### config.mk
export PLATFORM = sky130hd
export DESIGN_NAME = pc_stack_4_flat
export DESIGN_NICKNAME = d
export VERILOG_FILES = /design/src/rtl/pc_stack_4_if.sv /design/src/rtl/pc_stack_4.sv /design/src/flat_wrapper.sv
export SDC_FILE = /design/constraint.sdc
export NUM_CORES = 1
export LEC_CHECK = 0
export BUFFER_PORTS_ARGS = -buffer_cell sky130_fd_sc_hd__buf_2
export CORE_ASPECT_RATIO = 1.25
export CORE_MARGIN = 2
export CORE_UTILIZATION = 51
export CTS_CLUSTER_SIZE = 12
export DETAILED_ROUTE_END_ITERATION = 16
export HOLD_SLACK_MARGIN = 0.06
export PLACE_DENSITY = 0.76
export SYNTH_ARGS = -nofsm -noshare
export SYNTH_HDL_FRONTEND = slang
export SYNTH_SLANG_ARGS = --single-unit
### constraint.sdc
create_clock -name clk -period 1.63 [get_ports clk]
set_input_delay 0.2445 -clock clk [delete_from_list [all_inputs] [get_ports clk]]
set_output_delay 0.2445 -clock clk [all_outputs]
set_load 0.005 [all_outputs]
### src/rtl/pc_stack_4_if.sv
// Handshake bundle between the next-address mux/control side and the PC stage.
// The controller drives en/load/call/ret/D; the PC stage returns Q and stack flags.
interface pc_stack_4_if #(
  parameter int WIDTH = 4
);
  logic             en;
  logic             load;
  logic             call;
  logic             ret;
  logic [WIDTH-1:0] D;
  logic [WIDTH-1:0] Q;
  logic             stack_empty;
  logic             stack_full;
  logic             err;

  modport master (
    output en, load, call, ret, D,
    input  Q, stack_empty, stack_full, err
  );

  modport slave (
    input  en, load, call, ret, D,
    output Q, stack_empty, stack_full, err
  );
endinterface

### src/rtl/pc_stack_4.sv
// Program counter with a small LIFO return-address stack for CALL/RET.
// Optional macro PC_STACK_CIRC_EN: a full stack drops its oldest entry on call instead of flagging err.
module pc_stack_4 #(
  parameter int WIDTH = 4,
  parameter int DEPTH = 4
) (
  input logic         clk,
  input logic         reset,
  pc_stack_4_if.slave bus
);
  localparam int AW  = $clog2(DEPTH);
  localparam int SPW = AW + 1;

  logic [WIDTH-1:0] r_q;
  logic [SPW-1:0]   r_sp;
  logic             r_err;
  logic [WIDTH-1:0] r_stk [DEPTH];

  logic             w_empty;
  logic             w_full;
  logic [WIDTH-1:0] w_inc;
  logic [AW-1:0]    w_top;

  assign w_empty = (r_sp == '0);
  assign w_full  = (r_sp == SPW'(DEPTH));
  assign w_inc   = r_q + WIDTH'(1);
  // At sp == DEPTH the low bits are zero, so the decrement wraps to DEPTH-1.
  assign w_top   = r_sp[AW-1:0] - AW'(1);

  always_ff @(posedge clk or negedge reset) begin
    if (!reset) begin
      r_q   <= '0;
      r_sp  <= '0;
      r_err <= 1'b0;
      for (int i = 0; i < DEPTH; i++) r_stk[i] <= '0;
    end else if (bus.en) begin
      if (bus.ret) begin
        if (w_empty) begin
          r_q   <= w_inc;
          r_err <= 1'b1;
        end else begin
          r_q  <= r_stk[w_top];
          r_sp <= r_sp - SPW'(1);
        end
      end else if (bus.call) begin
        r_q <= bus.D;
        if (!w_full) begin
          r_stk[r_sp[AW-1:0]] <= w_inc;
          r_sp                <= r_sp + SPW'(1);
        end else begin
`ifdef PC_STACK_CIRC_EN
          for (int i = 0; i < DEPTH-1; i++) r_stk[i] <= r_stk[i+1];
          r_stk[DEPTH-1] <= w_inc;
`else
          r_err <= 1'b1;
`endif
        end
      end else if (bus.load) begin
        r_q <= bus.D;
      end else begin
        r_q <= w_inc;
      end
    end
  end

  assign bus.Q           = r_q;
  assign bus.stack_empty = w_empty;
  assign bus.stack_full  = w_full;
  assign bus.err         = r_err;
endmodule

### src/flat_wrapper.sv
// flat-port wrapper written by rule: the top's interface ports become plain ports
module pc_stack_4_flat 
#(
  parameter int WIDTH = 4,
  parameter int DEPTH = 4
)
  (clk, reset, bus_en, bus_load, bus_call, bus_ret, bus_D, bus_Q, bus_stack_empty, bus_stack_full, bus_err);
  pc_stack_4_if #(.WIDTH(WIDTH)) bus_i ();
  input logic clk;
  input logic reset;
  input wire logic [$bits(bus_i.en)-1:0] bus_en;
  input wire logic [$bits(bus_i.load)-1:0] bus_load;
  input wire logic [$bits(bus_i.call)-1:0] bus_call;
  input wire logic [$bits(bus_i.ret)-1:0] bus_ret;
  input wire logic [$bits(bus_i.D)-1:0] bus_D;
  output wire logic [$bits(bus_i.Q)-1:0] bus_Q;
  output wire logic [$bits(bus_i.stack_empty)-1:0] bus_stack_empty;
  output wire logic [$bits(bus_i.stack_full)-1:0] bus_stack_full;
  output wire logic [$bits(bus_i.err)-1:0] bus_err;
  assign bus_i.en = bus_en;
  assign bus_i.load = bus_load;
  assign bus_i.call = bus_call;
  assign bus_i.ret = bus_ret;
  assign bus_i.D = bus_D;
  assign bus_Q = bus_i.Q;
  assign bus_stack_empty = bus_i.stack_empty;
  assign bus_stack_full = bus_i.stack_full;
  assign bus_err = bus_i.err;
  pc_stack_4 #(.WIDTH(WIDTH), .DEPTH(DEPTH)) u_core (.clk(clk), .reset(reset), .bus(bus_i));
endmodule
After elaboration in Yosys (flattened, before gate mapping)
Cells that the tools add are included.
{"block": "word_totals", "regBits": 24, "inputBits": 10, "out_inout_bits": 7, "wordCells": 47}
{"block": "classes", "n_addsub": 4, "magnitude_cmp": 3, "eq_ne": 4, "muxes": 18, "bitwise_logic": 4, "reduce_logical": 7}
{"cell": "$mux 4", "n": 7}
{"cell": "$bwmux 16", "n": 1}
{"cell": "$mux 3", "n": 4}
{"cell": "$reduce_and 4->1", "n": 3}
{"cell": "$bmux 4 s2", "n": 1}
{"cell": "$demux 4 s2", "n": 1}
{"cell": "$ge 3x3->1 const B", "n": 2}
{"cell": "$not 2->3", "n": 2}
{"cell": "$add 4x1->4 const B", "n": 1}
{"cell": "$mux 1", "n": 4}
{"cell": "$ne 2x2->1 const B", "n": 2}
{"cell": "$reduce_bool 2->1", "n": 2}
{"cell": "$add 3x1->3 const B", "n": 1}
{"cell": "$eq 3x3->1 const B", "n": 1}
{"cell": "$logic_not 3->1", "n": 1}
{"cell": "$lt 3x1->1 const B", "n": 1}
{"cell": "$sub 3x1->3 const B", "n": 1}
{"cell": "$ne 2x1->1 const B", "n": 1}
{"cell": "$not 1->1", "n": 2}
{"cell": "$sub 2x1->2 const B", "n": 1}
{"cell": "$logic_and 1x1->1", "n": 1}

Longest topological paths before layout
Gate-level depths: netlist of the first run.
{"block": "depth", "depth_word": 7, "ltp_mapped": 8, "mapped_depth_nobuf": 7}

Least setup slack after synthesis of the first run
OpenSTA, ideal clock, no wires.
{"block": "synth_path", "path_type": "register to register", "startpoint": "register u_core.r_sp[0]", "endpoint": "register u_core.r_q[3], in the netlist u_core.bus.Q[3]", "setup_ns": 0.078, "arrival_ns": 1.707, "required_time_ns": 1.552, "path_slack_ns": -0.155, "path_stages_with_launch": 8, "n_path_buf": 1, "period_less_slack_ns": 1.785, "cell_sequence": "dfrtp_1 > buf_4 > inv_1 > ha_1 > nor2b_1 > a2111oi_2 > o41a_1 > o2bb2ai_1"}
{"block": "synth_between", "elab_chain_len": 7, "elab_cells_between_ends": 8, "classes_between": "add/sub: 1; mux: 5; bitwise: 1; reduce/logical: 1"}
{"item": "start: declaration", "line": "pc_stack_4.sv:15", "rtl": "logic [SPW-1:0] r_sp;"}
{"item": "start signal: assignment", "line": "pc_stack_4.sv:43", "rtl": "r_sp <= r_sp - SPW'(1);"}
{"item": "start signal: assignment", "line": "pc_stack_4.sv:49", "rtl": "r_sp <= r_sp + SPW'(1);"}
{"item": "$sub 2x1->2", "line": "pc_stack_4.sv:28", "rtl": "assign w_top = r_sp[AW-1:0] - AW'(1);"}
{"item": "net u_core.w_top[0]", "line": "pc_stack_4.sv:22", "rtl": "logic [AW-1:0] w_top;"}
{"item": "$not 2->3 (not written as such)", "line": "pc_stack_4.sv:42", "rtl": "r_q <= r_stk[w_top];"}
{"item": "$bmux 4 s2", "line": "pc_stack_4.sv:42"}
{"item": "$mux 4 (not written as such) (2 in a row)", "line": "pc_stack_4.sv:42"}
{"item": "$mux 4", "line": "pc_stack_4.sv:38", "rtl": "if (w_empty) begin"}
{"item": "$mux 4", "line": "pc_stack_4.sv:37", "rtl": "if (bus.ret) begin"}
{"item": "end signal: assignment", "line": "pc_stack_4.sv:39", "rtl": "r_q <= w_inc;"}
{"item": "end signal: assignment", "line": "pc_stack_4.sv:42"}
{"item": "end signal: assignment", "line": "pc_stack_4.sv:46", "rtl": "r_q <= bus.D;"}
{"item": "end: declaration", "line": "pc_stack_4.sv:14", "rtl": "logic [WIDTH-1:0] r_q;"}
The timed path passes the listed nets, and every way through them passes these cells. The select of a mux whose other input is x is not followed.
A chain may end at the register's enable or synchronous reset.

Worst setup path after layout of the first run
{"block": "layout_path", "startpoint": "register u_core.r_sp[0]", "endpoint": "register u_core.r_stk[10] (netlist name)"}
{"block": "layout_between", "elab_chain_len": 6, "elab_cells_between_ends": 10, "classes_between": "order compare: 2; eq/ne: 1; mux: 3; bitwise: 2; reduce/logical: 2"}
{"item": "$not 2->3 (not written as such)", "line": "pc_stack_4.sv:48", "rtl": "r_stk[r_sp[AW-1:0]] <= w_inc;"}
{"item": "$ge 3x3->1 (not written as such) / $lt 3x1->1 (equally long branches)", "line": "pc_stack_4.sv:48"}
{"item": "$logic_and 1x1->1 (not written as such)", "line": "pc_stack_4.sv:48"}
{"item": "$mux 4 (not written as such)", "line": "pc_stack_4.sv:48"}
{"item": "$demux 4 s2", "line": "pc_stack_4.sv:48"}
{"item": "$bwmux 16", "line": "pc_stack_4.sv:48"}
{"item": "end signal: indexed assignment", "line": "pc_stack_4.sv:48"}
{"item": "end: declaration", "line": "pc_stack_4.sv:17", "rtl": "logic [WIDTH-1:0] r_stk [DEPTH];"}
Parallel ways exist; a longest one is shown, timed or not.

==> results of run 1 <==
==> routing by layer <==
layer	track usage [%]	up-vias
met3	1.456	0
met5	0	-
met1	28.48	483
met2	34.86	11
li1	-	481
met4	8.730	0
==> registers in the layout, summed over array words and instances (netlist names) <==
register / cells
u_core.bus.err: 1
u_core.r_stk: 16
u_core.bus.Q: 4
u_core.r_sp: 3
==> metrics by stage <==
stage               util (%)  cells  cell area (um2)
detailed placement     62.22    169             1541
global placement       62.22    169             1541
finish                 66.11    178             1638
floorplan                  -    114             1374
CTS                    64.90    175             1608
global route           66.11    178             1638
==> how the worst max path moves through the flow <==
stage,slack [ns],to
6_report,0.01,u_core.r_stk[10]$_DFFE_PN0P_
5_1_grt,-0.07,u_core.r_stk[10]$_DFFE_PN0P_
4_1_cts,-0.01,u_core.r_sp[2]$_DFFE_PN0P_
3_5_place_dp,0.04,u_core.bus.Q[0]$_DFFE_PN0P_
3_3_place_gp,0.06,u_core.bus.Q[0]$_DFFE_PN0P_
2_1_floorplan,0.03,u_core.bus.Q[3]$_DFFE_PN0P_
==> what timing repair did <==
item,CTS,global route
pin swaps,0,2
hold buffers,1,0
gates cloned,0,0
endpoints found under the setup margin,1,16
gates resized for setup,3,3
setup buffers,2,3
hold endpoints to repair,24,0
==> final cells by class <==
class,count,area share [%]
clock buffers,4,2.215
inverters,5,1.604
multi-input cells,82,45.53
flip-flops and latches,24,36.67
well taps,33,2.521
repair buffers,30,11.46
==> power by group <==
| part | internal, W | switching, W | total (W) |
|---|---|---|---|
| registers | 0.000878 | 0.000217 | 0.00109 |
| logic | 0.000914 | 0.000803 | 0.00172 |
| clock network | 0.000136 | 0.000180 | 0.000316 |
| total | 0.00193 | 0.00120 | 0.00313 |
==> worst max-delay path, stage by stage (launching register included) <==
cell and delay, ns:
dfrtp_1 0.43, inv_4 0.07, ha_4 0.17, a21boi_2 0.23
nand3_1 0.27, mux2_2 0.35
==> layout by cell type (no fill, tap or decap), drive strengths merged, types with 2 or more instances in the layout <==
cell type	n
buf	29
dfrtp	24
nand2	15
mux2	15
o21ai	6
nand3	6
ha	6
inv	5
xnor2	4
clkbuf	4
mux4	3
nor2b	3
o22ai	2
a41oi	2
a21oi	2
a2111oi	2
==> cell families (layout without fill, tap and decap cells) <==
| logic type | Yosys count | in the layout |
|---|---|---|
| AO/OA/AOI/OAI | 22 | 22 |
| XOR/XNOR | 5 | 5 |
| adder cells (fa/ha/maj) | 7 | 7 |
| buffers and inverters | 8 | 39 |
| flip-flops | 24 | 24 |
| multiplexers | 19 | 19 |
| AND/OR/NAND/NOR | 29 | 29 |
==> results.cfg, run 1 <==
[worst_setup_path]
crit_path_max_fanout = 5
path_class = reg2reg
r2r_end = u_core.r_stk[10]$_DFFE_PN0P_
critPathArrivalTime_ns = 1.83
regToRegSetupSlack_ns = 0.01
crit_required_ns = 1.84
crit_start = u_core.r_sp[0]$_DFFE_PN0P_
startpoint_type = flip-flop
reg2reg_from = u_core.r_sp[0]$_DFFE_PN0P_
endpoint_kind = flip-flop
r2r_cells = 5

[die]
start_util_pct = 54.39
die-area_um2 = 3072
core_area_um2 = 2477
ioPinCount = 17
die_h_um = 61.47
die_x_um = 49.98
rows = 20

[routing]
drc = 0
routed_wl_um = 2837
routed-wl-met2_um = 1511
antenna_left = 0
dr.pass1.iters = 4
met1_length_um = 1270
first_iter_violations = 31
drt-wirelength-per-cell_um = 15.94
viasPerCell = 5.478
wl_met3_um = 55
via_count = 975
highest_layer = met3

[worst_hold_path]
hold_start = bus_ret
hold_depth = 2
whs_endpoint = u_core.bus.Q[1]$_DFFE_PN0P_
hp-class = in2reg

[logic_synthesis]
yosysMostFrequentCell = dfrtp_1
synth_nets = 131
async_reset_ff_share_pct = 100.0
synth.cell_area_um2 = 1348
synth_fa_ha_area_share_pct = 7.057
synth-edff-count = 0
muxShareOfSynthArea_pct = 18.29
yosysSeqAreaShare_pct = 44.57
synth_compound_gate_area_share_pct = 12.44
ys.flop_type = dfrtp_1
synth-seq-cells = 24
synth_area_leaders = dfrtp_1 45%, mux2_2 12%, ha_1 5.6%
yosys.area_share.simple_pct = 11.70
syn_avg_cell_area_um2 = 11.82
synthDistinctLibCells = 37
ys_warn_count = 0
syn_inst = 114
synth_top_family_by_area = multiplexers
yosysTopAreaCell = dfrtp_1
yosysTopAreaCellShare_pct = 44.57
yosys.area_share.xor_xnor_pct = 3.250
synthTopCellsByCount = 24 x dfrtp_1, 15 x nand2_1, 14 x mux2_2, 6 x ha_1, 6 x o21ai_0

[pwr]
power_density_nw_per_um2 = 1909
p_leak_nw = 0.7287
peakVddDrop_mv = 1.405
p_total_w = 0.003126

[clock_network]
cts_max_path_buffers = 2
clk_pin_slew_ns = 0.13
cts_buffers = 3
cts_root_buffer = clkbuf_4
htreeDepth = 1
cts_tree = done
clk_latency_ns = 0.31
cts_sinks = 24

[placement]
post-place-ws_ns = 0.04214
dp_hpwl_um = 2033
gp_congestion = 0.8945
io_buffers = 16

[cells_and_area]
n_antenna_cell = 0
nets = 163
num-fill-cells = 183
seq_area_um2 = 600.6
multi_input_area_um2 = 745.7
area.growth.synth_to_final_pct = 21.54
layout-drive-gt1-share_pct = 43.45

[timing]
tns_ns = 0
hold_viol = 0
finalSetupViolCount = 0
worst_slew_pin_slew_ns = 0.5621
relSlewSlack_pct = 62.53
layout_worst_path_cycle_share_pct = 99.17
fin_ws_ns = 0.01356
drv_slew = 0
fmax_ghz = 0.6186
rsz0062_at_grt = yes
finClkSkew_ns = 0.002520
finalCriticalPeriod_ns = 1.616
fin_hold_ws_ns = 0.2869

[global_routing]
grt_pass1_wl_um = 4678
overflow = 0
antenna_found_initial = 0
grt_max_degree = 25
groute.usage.overall_pct = 20.79
grt_pass1_vias = 953

[job]
drv_cap = 0

[status]
status = complete, no violations
Power figures use the tool's default switching activity.
==> inputs of run 2 (changes only) <==
--- a/config.mk
+++ b/config.mk
@@ -8,11 +8,12 @@
 export BUFFER_PORTS_ARGS = -buffer_cell sky130_fd_sc_hd__buf_2
 export CORE_ASPECT_RATIO = 1.25
 export CORE_MARGIN = 2
-export CORE_UTILIZATION = 51
+export CORE_UTILIZATION = 59
 export CTS_CLUSTER_SIZE = 12
 export DETAILED_ROUTE_END_ITERATION = 16
+export GPL_TIMING_DRIVEN = 0
 export HOLD_SLACK_MARGIN = 0.06
-export PLACE_DENSITY = 0.76
+export PLACE_DENSITY = 0.83
 export SYNTH_ARGS = -nofsm -noshare
 export SYNTH_HDL_FRONTEND = slang
 export SYNTH_SLANG_ARGS = --single-unit
==> constraint.sdc (replaced) <==
create_clock -name clk -period 2.1 [get_ports clk]
set_input_delay 0.315 -clock clk [delete_from_list [all_inputs] [get_ports clk]]
set_output_delay 0.315 -clock clk [all_outputs]
set_load 0.005 [all_outputs]
==> results.cfg, run 2 (same netlist as run 1, synthesis figures left out) <==
[timing]
relSlewSlack_pct = 64.46
layout_worst_path_cycle_share_pct = 96.20
fin_hold_ws_ns = 0.3401
tns_ns = 0
drv_slew = 0
rsz0062_at_grt = yes
fmax_ghz = 0.4950
worst_slew_pin_slew_ns = 0.5331
hold_viol = 0
finalCriticalPeriod_ns = 2.020
finClkSkew_ns = 0.007051
finalSetupViolCount = 0
fin_ws_ns = 0.07985

[worst_hold_path]
hp-class = in2reg
hold_depth = 2
whs_endpoint = u_core.bus.Q[2]$_DFFE_PN0P_
hold_start = bus_ret

[routing]
viasPerCell = 5.988
dr.pass1.iters = 4
routed_wl_um = 2627
routed-wl-met2_um = 1432
drt-wirelength-per-cell_um = 15.92
via_count = 988
first_iter_violations = 30
met1_length_um = 1063
highest_layer = met4
drc = 0
antenna_left = 0
wl_met3_um = 85

[worst_setup_path]
r2r_cells = 7
critPathArrivalTime_ns = 1.71
regToRegSetupSlack_ns = 0.10
reg2reg_from = u_core.r_sp[0]$_DFFE_PN0P_
startpoint_type = flip-flop
crit_path_max_fanout = 7
path_class = reg2out
r2r_end = u_core.bus.Q[3]$_DFFE_PN0P_
crit_required_ns = 1.78
endpoint_kind = output port

[pwr]
peakVddDrop_mv = 0.9162
p_leak_nw = 0.6740
power_density_nw_per_um2 = 1425

[global_routing]
overflow = 0
antenna_found_initial = 0
groute.usage.overall_pct = 22.40
grt_max_degree = 25
grt_pass1_vias = 961
grt_pass1_wl_um = 4353

[cells_and_area]
nets = 152
fin_cells = 165
largest_register_ffs = 16
regMostFlops = u_core.r_stk
area.growth.synth_to_final_pct = 12.07
n_antenna_cell = 0
final_common_cell = dfrtp_1
final_cell_mix = 24 x dfrtp_1, 17 x buf_2, 15 x nand2_1, 14 x mux2_2, 6 x o21ai_0
layout-drive-gt1-share_pct = 34.33
post-route-cell-area_um2 = 1510

[placement]
gp_congestion = 0.8425
io_buffers = 15
post-place-ws_ns = 0.08254
dp_cells = 160
placed_cell_area_um2 = 1461
dp_hpwl_um = 1990

[die]
die_x_um = 46.75
die_h_um = 57.43
ioPinCount = 17
rows = 19
core_area_um2 = 2187
die-area_um2 = 2685
start_util_pct = 61.61

[clock_network]
cts_sinks = 24
cts_tree = done
clk_pin_slew_ns = 0.13
cts_setup_buffers = 0
cts_root_buffer = clkbuf_4
clk_latency_ns = 0.30
htreeDepth = 1
cts_buffers = 3
cts_max_path_buffers = 2

[status]
status = complete, no violations

[job]
drv_cap = 0
-- run 2: cell count changes in the layout (fill, tap and decap cells not counted), sizes merged --
cell / change
buf: -11
-- run 2: worst max-delay path by stage --
stage	start	end	slack [ns]	cells past startpoint
finish	u_core.r_sp[0]$_DFFE_PN0P_	bus_stack_empty	0.08	6
global route	u_core.r_sp[0]$_DFFE_PN0P_	bus_stack_empty	-0.02	6
CTS	u_core.r_sp[0]$_DFFE_PN0P_	u_core.bus.Q[3]$_DFFE_PN0P_	0.07	7
detailed placement	u_core.r_sp[0]$_DFFE_PN0P_	u_core.bus.Q[3]$_DFFE_PN0P_	0.08	7
global placement	u_core.r_sp[0]$_DFFE_PN0P_	u_core.bus.Q[3]$_DFFE_PN0P_	0.13	7
floorplan	u_core.r_sp[0]$_DFFE_PN0P_	u_core.bus.Q[3]$_DFFE_PN0P_	0.32	7
-- run 2: what timing repair did --
item	in CTS	in global routing
hold buffers	1	0
endpoints found under the setup margin	0	3
gates resized for setup	0	1
hold endpoints to repair	24	0
-- run 2: routing by layer --
layer | vias to the layer above | GRT usage, %
li1 | 456 | -
met1 | 502 | 29.66
met2 | 26 | 37.10
met3 | 4 | 2.215
met4 | 0 | 8.730
met5 | - | 0
-- run 2: power breakdown --
part,switching [W],internal (W)
Clock,0.000132,0.000106
Combinational,0.000520,0.000535
Sequential,0.000178,0.000681
-- run 2: layout make-up --
class / instances / area [um2]
fill: 183 / 676.9
clock buffer: 4 / 36.28
inverter: 5 / 18.77
tap: 31 / 38.79
timing repair buffer: 16 / 85.08
multi-input combinational: 82 / 713.2
sequential: 24 / 600.6
buffer: 3 / 17.52
-- run 2: per-stage QoR --
stage,utilization (%),power [W]
2_1_floorplan,-,0.001624
3_3_place_gp,66.82,0.001860
3_5_place_dp,66.82,0.001916
4_1_cts,68.94,0.002154
5_1_grt,69.05,0.002329
6_report,69.05,0.002152
-- run 2: critical path, cell delays in order (launching register included) --
cell and delay [ns]:
dfrtp_1 0.43, buf_4 0.18, inv_1 0.19, ha_1 0.23, nand2b_4 0.09, inv_2 0.14
buf_2 0.14
==> inputs of run 3 (changes only) <==
--- a/config.mk
+++ b/config.mk
@@ -6,7 +6,7 @@
 export NUM_CORES = 1
 export LEC_CHECK = 0
 export BUFFER_PORTS_ARGS = -buffer_cell sky130_fd_sc_hd__buf_2
-export CORE_ASPECT_RATIO = 1.25
+export CORE_ASPECT_RATIO = 1.1
 export CORE_MARGIN = 2
 export CORE_UTILIZATION = 59
 export CTS_CLUSTER_SIZE = 12
==> results.cfg, run 3 (same netlist as run 1, synthesis figures left out) <==
[timing]
fin_ws_ns = 0.1309
rsz0062_at_grt = no
tns_ns = 0
relSlewSlack_pct = 65.64
hold_viol = 0
drv_slew = 0
worst_slew_pin_slew_ns = 0.5154
finalSetupViolCount = 0
fmax_ghz = 0.5079
finalCriticalPeriod_ns = 1.969
layout_worst_path_cycle_share_pct = 93.77
fin_hold_ws_ns = 0.3355
finClkSkew_ns = 0.001633

[placement]
post-place-ws_ns = 0.1625
dp_hpwl_um = 1942
placed_cell_area_um2 = 1460
io_buffers = 15
dp_cells = 159
gp_congestion = 0.8016

[worst_hold_path]
hp-class = in2reg

[cells_and_area]
largest_register_ffs = 16
num-fill-cells = 167
final_common_cell = dfrtp_1
layout-drive-gt1-share_pct = 35.07
post-route-cell-area_um2 = 1533
seq_area_um2 = 600.6
nets = 152
regMostFlops = u_core.r_stk
multi_input_area_um2 = 713.2
fin_cells = 164
final_cell_mix = 24 x dfrtp_1, 17 x buf_2, 15 x nand2_1, 14 x mux2_2, 6 x o21ai_0
n_antenna_cell = 0
area.growth.synth_to_final_pct = 13.74

[clock_network]
cts_sinks = 24
cts_max_path_buffers = 2
clk_pin_slew_ns = 0.13
clk_latency_ns = 0.32
htreeDepth = 1
cts_setup_buffers = 0
cts_buffers = 3
cts_root_buffer = clkbuf_4
cts_tree = done

[worst_setup_path]
startpoint_type = flip-flop
r2r_cells = 6
endpoint_kind = flip-flop
reg2reg_from = u_core.r_sp[0]$_DFFE_PN0P_
crit_start = u_core.r_sp[0]$_DFFE_PN0P_
crit_slowest_cell = dfrtp_1
r2r_end = u_core.r_stk[2]$_DFFE_PN0P_
crit_path_max_fanout = 6
critPathArrivalTime_ns = 2.19
path_class = reg2reg
slowest_delay_ns = 0.41
endpoint = u_core.r_stk[2]$_DFFE_PN0P_
crit_required_ns = 2.32
regToRegSetupSlack_ns = 0.13
crit_chain = buf_6 > clkinvlp_4 > ha_2 > a21boi_2 > nand3_1 > mux2_2

[pwr]
seqPwrFrac_pct = 38.1
comb_power_share_pct = 47.0
peakVddDrop_mv = 0.8845
power_density_nw_per_um2 = 1468
netSwitchingFraction_pct = 36.87
p_sw_w = 0.0008294
p_leak_nw = 0.6770
clockPowerShare_pct = 14.9
p_int_w = 0.001420

[die]
die_h_um = 54.13
die-area_um2 = 2683
die_x_um = 49.57
rows = 18
core_area_um2 = 2207
ioPinCount = 17
start_util_pct = 61.05

[job]
drv_cap = 0

[global_routing]
antenna_found_initial = 0
grt_pass1_vias = 907
overflow = 0
grt_max_degree = 25
grt_pass1_wl_um = 4284
groute.usage.overall_pct = 21.54

[routing]
viasPerCell = 5.726
met1_length_um = 1169
wl_met3_um = 118
highest_layer = met4
drt-wirelength-per-cell_um = 15.61
routed-wl-met2_um = 1216
dr.pass1.iters = 4
via_count = 939
antenna_left = 0
routed_wl_um = 2560
first_iter_violations = 15
drc = 0

[status]
status = complete, no violations
-- run 3: changes by cell type in the layout (fill, tap and decap cells not counted), sizes merged --
cell,previous run,this run
clkinvlp,0,1
inv,5,4
clkbuf,4,3
bufinv,0,1
-- run 3: worst min path at each step --
| stage | from | endpoint | depth (start not counted) |
|---|---|---|---|
| after detailed placement | reset | u_core.r_sp[2]$_DFFE_PN0P_ | 1 |
| after global routing | bus_ret | u_core.bus.Q[2]$_DFFE_PN0P_ | 2 |
| final | bus_ret | u_core.bus.Q[2]$_DFFE_PN0P_ | 2 |
| after CTS | bus_ret | u_core.bus.Q[2]$_DFFE_PN0P_ | 2 |
| after floorplan | reset | u_core.bus.Q[0]$_DFFE_PN0P_ | 0 |
| after global placement | reset | u_core.r_sp[2]$_DFFE_PN0P_ | 1 |
-- run 3: power groups by stage --
stage	registers, W	logic [W]	clock network (W)
floorplan	0.000828	0.000796	0
CTS	0.000853	0.00104	0.000338
detailed placement	0.000864	0.00104	0
global route	0.000888	0.00119	0.000371
global placement	0.000847	0.000999	0
finish	0.000857	0.00106	0.000334
-- run 3: repair_timing --
item	in CTS	in global routing
hold endpoints to repair	24	0
hold buffers	1	0
setup endpoints to repair	0	1
gates resized for setup	0	3
-- run 3: final cells by class --
class                           instances  share of cell area, %
Tap cell                               30                  2.449
Sequential cell                        24                  39.18
Clock inverter                          1                  1.959
Timing Repair Buffer                   16                  5.551
Buffer                                  3                  1.388
Inverter                                5                  1.469
Multi-Input combinational cell         82                  46.53
Clock buffer                            3                  1.469
-- run 3: through the flow --
stage          power [W]  utilization, %
6_report        0.002250           69.44
5_1_grt         0.002452           69.44
4_1_cts         0.002234           68.99
3_5_place_dp    0.001902           66.16
3_3_place_gp    0.001847           66.16
2_1_floorplan   0.001624               -
-- run 3: worst max-delay path, delay by kind of cell (launching register included) --
family,cells,cell delay [ns]
compound gates,1,0.25
fa+ha+maj,1,0.23
buf+inv,2,0.31
flops,1,0.41
mux,1,0.36
simple gates,1,0.31
-- run 3: layer usage --
layer	vias to the layer above	GRT usage, %
li1	460	-
met1	442	27.68
met2	29	36.44
met3	8	2.500
met4	0	11.11
met5	-	0
